$ cat src/rtl/wb_write_queue_pkg.sv
// wb_write_queue_pkg: shared widths, the r0 constant and the pending-write entry layout
package wb_write_queue_pkg;
  localparam int RW = 5;
  localparam int DW = 32;
  localparam logic [RW-1:0] R0 = 5'd0;
  typedef struct packed {
    logic          v;
    logic [RW-1:0] wn;
    logic [DW-1:0] d;
  } entry_t;
endpackage

$ cat src/rtl/wb_write_queue_if.sv
// wb_write_queue_if: enqueue, pipeline writeback, register-file write and lookup signals
interface wb_write_queue_if #(parameter int AW = 2);
  import wb_write_queue_pkg::*;
  logic          enq_we;
  logic [RW-1:0] enq_wn;
  logic [DW-1:0] enq_d;
  logic          enq_ready;
  logic          pipe_we;
  logic [RW-1:0] pipe_wn;
  logic [DW-1:0] pipe_d;
  logic          we;
  logic [RW-1:0] wn;
  logic [DW-1:0] d;
  logic [RW-1:0] rna;
  logic [RW-1:0] rnb;
  logic          hit_a;
  logic [DW-1:0] qa_fwd;
  logic          hit_b;
  logic [DW-1:0] qb_fwd;
  logic [AW:0]   count;
  modport master (
    output enq_we, enq_wn, enq_d, pipe_we, pipe_wn, pipe_d, rna, rnb,
    input  enq_ready, we, wn, d, hit_a, qa_fwd, hit_b, qb_fwd, count
  );
  modport slave (
    input  enq_we, enq_wn, enq_d, pipe_we, pipe_wn, pipe_d, rna, rnb,
    output enq_ready, we, wn, d, hit_a, qa_fwd, hit_b, qb_fwd, count
  );
endinterface

$ cat src/rtl/wb_write_queue_match.sv
// wbq_match: finds the youngest occupied valid entry targeting one lookup register
module wbq_match import wb_write_queue_pkg::*; #(
  parameter int DEPTH = 4,
  parameter int AW    = 2
) (
  input  entry_t [DEPTH-1:0] ents_i,
  input  logic [AW-1:0]      head_i,
  input  logic [AW:0]        count_i,
  input  logic [RW-1:0]      rn_i,
  output logic               hit_o,
  output logic [DW-1:0]      data_o
);
  localparam int CW = AW + 1;
  // walk oldest to youngest so the last match seen is the youngest one
  always_comb begin
    hit_o  = 1'b0;
    data_o = '0;
    for (int i = 0; i < DEPTH; i++) begin
      if (CW'(i) < count_i && rn_i != R0 && ents_i[head_i + AW'(i)].v &&
          ents_i[head_i + AW'(i)].wn == rn_i) begin
        hit_o  = 1'b1;
        data_o = ents_i[head_i + AW'(i)].d;
      end
    end
  end
endmodule

$ cat src/rtl/wb_write_queue.sv
// wb_write_queue: FIFO of pending long-latency register writes drained into idle writeback slots
module wb_write_queue import wb_write_queue_pkg::*; #(
  parameter int DEPTH = 4,
  parameter int AW    = $clog2(DEPTH)
) (
  input  logic            clk,
  input  logic            clrn,
  wb_write_queue_if.slave bus
);
  localparam int CW = AW + 1;
  entry_t [DEPTH-1:0] ents_q, ents_d;
  logic [AW-1:0] head_q, head_d, tail_q, tail_d;
  logic [AW:0]   count_q, count_d;
  logic full, push, pop, kill;
  assign full          = count_q == CW'(DEPTH);
  assign push          = bus.enq_we && !full && bus.enq_wn != R0;
  assign pop           = !bus.pipe_we && count_q != '0;
  assign kill          = bus.pipe_we && bus.pipe_wn != R0;
  assign bus.enq_ready = !full;
  assign bus.count     = count_q;
  // kill older writes to the pipe's register, then allocate the new entry so it survives
  always_comb begin
    ents_d = ents_q;
    for (int i = 0; i < DEPTH; i++)
      if (kill && ents_q[i].wn == bus.pipe_wn) ents_d[i].v = 1'b0;
    if (push) ents_d[tail_q] = '{v: 1'b1, wn: bus.enq_wn, d: bus.enq_d};
    head_d  = pop ? head_q + AW'(1) : head_q;
    tail_d  = push ? tail_q + AW'(1) : tail_q;
    count_d = count_q + CW'(push) - CW'(pop);
  end
  // queue state; reset drops every pending entry
  always_ff @(posedge clk or negedge clrn) begin
    if (!clrn) begin
      ents_q  <= '0;
      head_q  <= '0;
      tail_q  <= '0;
      count_q <= '0;
    end else begin
      ents_q  <= ents_d;
      head_q  <= head_d;
      tail_q  <= tail_d;
      count_q <= count_d;
    end
  end
  // pipeline writeback owns the port; otherwise the head drains, killed heads with we=0
  always_comb begin
    bus.we = bus.pipe_we ? 1'b1 : (count_q != '0) ? ents_q[head_q].v : 1'b0;
    bus.wn = bus.pipe_we ? bus.pipe_wn : (count_q != '0) ? ents_q[head_q].wn : R0;
    bus.d  = bus.pipe_we ? bus.pipe_d : (count_q != '0) ? ents_q[head_q].d : '0;
  end
  wbq_match #(.DEPTH(DEPTH), .AW(AW)) u_match_a (
    .ents_i(ents_q), .head_i(head_q), .count_i(count_q), .rn_i(bus.rna),
    .hit_o(bus.hit_a), .data_o(bus.qa_fwd)
  );
  wbq_match #(.DEPTH(DEPTH), .AW(AW)) u_match_b (
    .ents_i(ents_q), .head_i(head_q), .count_i(count_q), .rn_i(bus.rnb),
    .hit_o(bus.hit_b), .data_o(bus.qb_fwd)
  );
endmodule

$ cat src/flat_wrapper.sv
// flat-port wrapper written by rule: the top's interface ports become plain ports
module wb_write_queue_flat import wb_write_queue_pkg::*;
#(
  parameter int DEPTH = 4,
  parameter int AW    = $clog2(DEPTH)
)
  (clk, clrn, bus_enq_we, bus_enq_wn, bus_enq_d, bus_pipe_we, bus_pipe_wn, bus_pipe_d, bus_rna, bus_rnb, bus_enq_ready, bus_we, bus_wn, bus_d, bus_hit_a, bus_qa_fwd, bus_hit_b, bus_qb_fwd, bus_count);
  wb_write_queue_if #(.AW(AW)) bus_i ();
  input  logic clk;
  input  logic clrn;
  input wire logic [$bits(bus_i.enq_we)-1:0] bus_enq_we;
  input wire logic [$bits(bus_i.enq_wn)-1:0] bus_enq_wn;
  input wire logic [$bits(bus_i.enq_d)-1:0] bus_enq_d;
  input wire logic [$bits(bus_i.pipe_we)-1:0] bus_pipe_we;
  input wire logic [$bits(bus_i.pipe_wn)-1:0] bus_pipe_wn;
  input wire logic [$bits(bus_i.pipe_d)-1:0] bus_pipe_d;
  input wire logic [$bits(bus_i.rna)-1:0] bus_rna;
  input wire logic [$bits(bus_i.rnb)-1:0] bus_rnb;
  output wire logic [$bits(bus_i.enq_ready)-1:0] bus_enq_ready;
  output wire logic [$bits(bus_i.we)-1:0] bus_we;
  output wire logic [$bits(bus_i.wn)-1:0] bus_wn;
  output wire logic [$bits(bus_i.d)-1:0] bus_d;
  output wire logic [$bits(bus_i.hit_a)-1:0] bus_hit_a;
  output wire logic [$bits(bus_i.qa_fwd)-1:0] bus_qa_fwd;
  output wire logic [$bits(bus_i.hit_b)-1:0] bus_hit_b;
  output wire logic [$bits(bus_i.qb_fwd)-1:0] bus_qb_fwd;
  output wire logic [$bits(bus_i.count)-1:0] bus_count;
  assign bus_i.enq_we = bus_enq_we;
  assign bus_i.enq_wn = bus_enq_wn;
  assign bus_i.enq_d = bus_enq_d;
  assign bus_i.pipe_we = bus_pipe_we;
  assign bus_i.pipe_wn = bus_pipe_wn;
  assign bus_i.pipe_d = bus_pipe_d;
  assign bus_i.rna = bus_rna;
  assign bus_i.rnb = bus_rnb;
  assign bus_enq_ready = bus_i.enq_ready;
  assign bus_we = bus_i.we;
  assign bus_wn = bus_i.wn;
  assign bus_d = bus_i.d;
  assign bus_hit_a = bus_i.hit_a;
  assign bus_qa_fwd = bus_i.qa_fwd;
  assign bus_hit_b = bus_i.hit_b;
  assign bus_qb_fwd = bus_i.qb_fwd;
  assign bus_count = bus_i.count;
  wb_write_queue #(.DEPTH(DEPTH), .AW(AW)) u_core (.clk(clk), .clrn(clrn), .bus(bus_i));
endmodule
$ cat config.mk
export PLATFORM = sky130hd
export DESIGN_NAME = wb_write_queue_flat
export DESIGN_NICKNAME = d
export VERILOG_FILES = /design/src/rtl/wb_write_queue_pkg.sv /design/src/rtl/wb_write_queue_if.sv /design/src/rtl/wb_write_queue_match.sv /design/src/rtl/wb_write_queue.sv /design/src/flat_wrapper.sv
export SDC_FILE = /design/constraint.sdc
export NUM_CORES = 1
export LEC_CHECK = 0
export BUFFER_PORTS_ARGS = -buffer_cell sky130_fd_sc_hd__buf_4
export CORE_UTILIZATION = 40
export CTS_CLUSTER_DIAMETER = 30
export DETAILED_ROUTE_END_ITERATION = 10
export GPL_TIMING_DRIVEN = 0
export PLACE_DENSITY_LB_ADDON = 0.25
export SYNTH_ARGS = -nofsm -noshare
export SYNTH_HDL_FRONTEND = slang
export SYNTH_SLANG_ARGS = --single-unit
$ cat constraint.sdc
create_clock -name clk -period 5.9 [get_ports clk]
set_input_delay 1.18 -clock clk [delete_from_list [all_inputs] [get_ports clk]]
set_output_delay 1.18 -clock clk [all_outputs]
set_load 0.05 [all_outputs]
==> flow_summary_export.csv <==
group,metric,value,unit
critical_path,reg2reg_from,"u_core.bus.count[1]",
clocking,cts.hold.buffers_added,0,
critical_path,reg2reg_slack,2.80,ns
grt,grt_pass1_wl,69000,µm
yosys,synth_edf_count,0,
flow_run,drv_cap,0,
placement,gp_congestion,0.938,
critical_path,max_stage_delay,0.76,ns
timing,final.setup.tns,0,ns
timing,final_hold_viol_count,0,
routing,avgViaCountPerCell,6.55,
yosys,synth.ff_latch_count,159,
clocking,clkSinkCount,159,
critical_path,start_kind,"flop",
timing,period_needed,5.55,ns
finish,fin_cells,1703,
clocking,clk-insertion-delay-late,0.44,ns
finish,syn2layout_area_growth,19.0,%
yosys,netlist_area,13000,µm²
yosys,ys.flop_type,"dfrtp_1",
placement,portBuffers,180,
critical_path,critical_path_peak_fanout,10,
grt,grt_start_max_net_pins,85,
finish,stdcell_area,15500,µm²
yosys,synth_nets,1184,
clocking,cts_tree,"done",
yosys,ys_async_sr_fraction,100,%
timing,setup_viol,0,
placement,hpwl,32900,µm
die,start_util,40.9,%
clocking,ctsResizeCount,0,
critical_path,cpMostUsedCell,"buf_6",
finish,finalNetCount,1384,
critical_path,required,4.72,ns
clocking,htreeDepth,4,
timing,fin_ws,0.352,ns
die,die_height,182,µm
grt,grtUsageTotal,27.9,%
yosys,yosysWarnings,0,
die,die_area,33200,µm²
routing,wl_per_cell,26.9,µm
timing,finalCritPeriodShare,94.0,%
critical_path,cpMaxStageDelayCell,"nor4_2",
routing,drt-pass1-iter-count,5,
finish,layout-drive-gt1-share,43.2,%
routing,num_vias,11200,
grt,grt_pass1_vias,11000,
yosys,ys_seq_area_share,30.7,%
critical_path,worst_ep_arrival_time,4.37,ns
routing,drtAntennaViolNets,0,
routing,wirelength,45800,µm
yosys,ys_types,49,
critical_path,cp-startpoint,"u_core.head_q[1]",
clocking,path_clk_slew,0.06,ns
timing,relSlewSlack,16.4,%
timing,worstMarginPinSlew,1.25,ns
die,rows,65,
timing,fin_skew,0.0102,ns
die,core-area,31700,µm²
critical_path,crit_chain,"buf_6 > buf_6 > mux4_2 > xnor2_1 > nand4_1 > nor4_2 > clkbuf_1 > a221oi_1 > o31ai_1 > buf_4",
critical_path,criticalPathCategory,"flop to output pin",
die,die_x,182,µm
worst_hold_path,min_path_type,"flop to flop",
routing,drt_iter0_markers,1267,
critical_path,cp-end-kind,"output pin",
finish,final_common_cell,"buf_4",
clocking,cts_root_buffer,"clkbuf_16",
placement,dp_cells,1670,
clocking,cts_buffers,17,
placement,preCtsSetupSlack,0.556,ns
outcome,status,"finished clean",
timing,fmax,180,MHz
finish,final_cell_mix,"buf_4, dfrtp_1, mux2_2",
grt,antenna_found_initial,1,
yosys,synth.avg_cell_area,11.9,µm²
clocking,cts_setup_buffers,0,
grt,overflow,0,
timing,drv_slew,0,
routing,drcViolationCount,0,
clocking,max-clock-path-buffers,2,
die,num_io_pins,196,
timing,rsz0062_at_grt,"false",
placement,placed_area,14900,µm²
yosys,synth_cells,1087,
[cell usage after synthesis, drive strengths merged, types with 18 or more instances]
master	number	share of area [%]
buf	46	2.0
nor2	53	1.5
a22o	37	2.5
mux2	157	14
o221ai	23	2.6
xor2	19	1.3
mux4	133	23
a221oi	32	2.2
a21oi	18	0.69
xnor2	45	3.1
nand2	102	2.9
mux2i	51	3.9
o31ai	32	1.9
clkbuf	71	2.1
dfrtp	159	31
and3	32	1.5
[critical path: cells and delay by family, from the launching register on]
family,cells,cell delay [ns]
flip-flops,1,0.34
XOR/XNOR,1,0.16
AO/OA/AOI/OAI,2,0.64
AND/OR/NAND/NOR,2,0.96
buffers and inverters,4,1.26
multiplexers,1,0.58
[path summary, 6_finish.rpt]
kind | to | cells after the start
min in group asynchronous | async pin | 1
max reg2reg | flop | 8
min reg2reg | flop | 1
min | flop | 1
max | bus_qb_fwd[25] | 10
max in group asynchronous | async pin | 2
[logic make-up (layout without fill, tap and decap cells)]
family,count (synthesis),in the layout,share of synthesized area (%)
other,0,1,0
xor gates and xnor gates,64,64,4.38
and+or+nand+nor,228,228,8.31
DFF,159,159,30.7
AOI/OAI and AO/OA,161,161,10.8
adders and majority gates,9,9,0.925
muxes,341,341,40.6
buffers and inverters,125,338,4.30
[stage by stage]
stage          util (%)  hold slack, ns
5_1_grt            48.7           0.569
2_1_floorplan         -           0.496
6_report           48.7           0.537
4_1_cts            48.7           0.537
3_5_place_dp       46.9           0.518
3_3_place_gp       46.8           0.512
[routing by layer]
| layer | global-route usage [%] | vias to the layer above | wire length [µm] |
|---|---|---|---|
| li1 | - | 4655 | - |
| met1 | 38.4 | 5690 | 18800 |
| met2 | 42.9 | 696 | 21100 |
| met3 | 5.51 | 117 | 4100 |
| met4 | 12.2 | 0 | 1810 |
| met5 | 0 | - | 0 |
[final cells by class]
type / instances / area (µm²)
antenna: 1 / 2.50
inverter: 8 / 30.0
multi-input combinational: 803 / 8440
timing repair buffer: 181 / 1390
tap: 402 / 503
clock inverter: 12 / 133
clock buffer: 20 / 447
buffer: 117 / 528
sequential: 159 / 3980
fill: 2925 / 16300
Power is left out: the tool's default activity adds up to more than one toggle a clock period on the data nets, which glitch-free logic cannot reach.
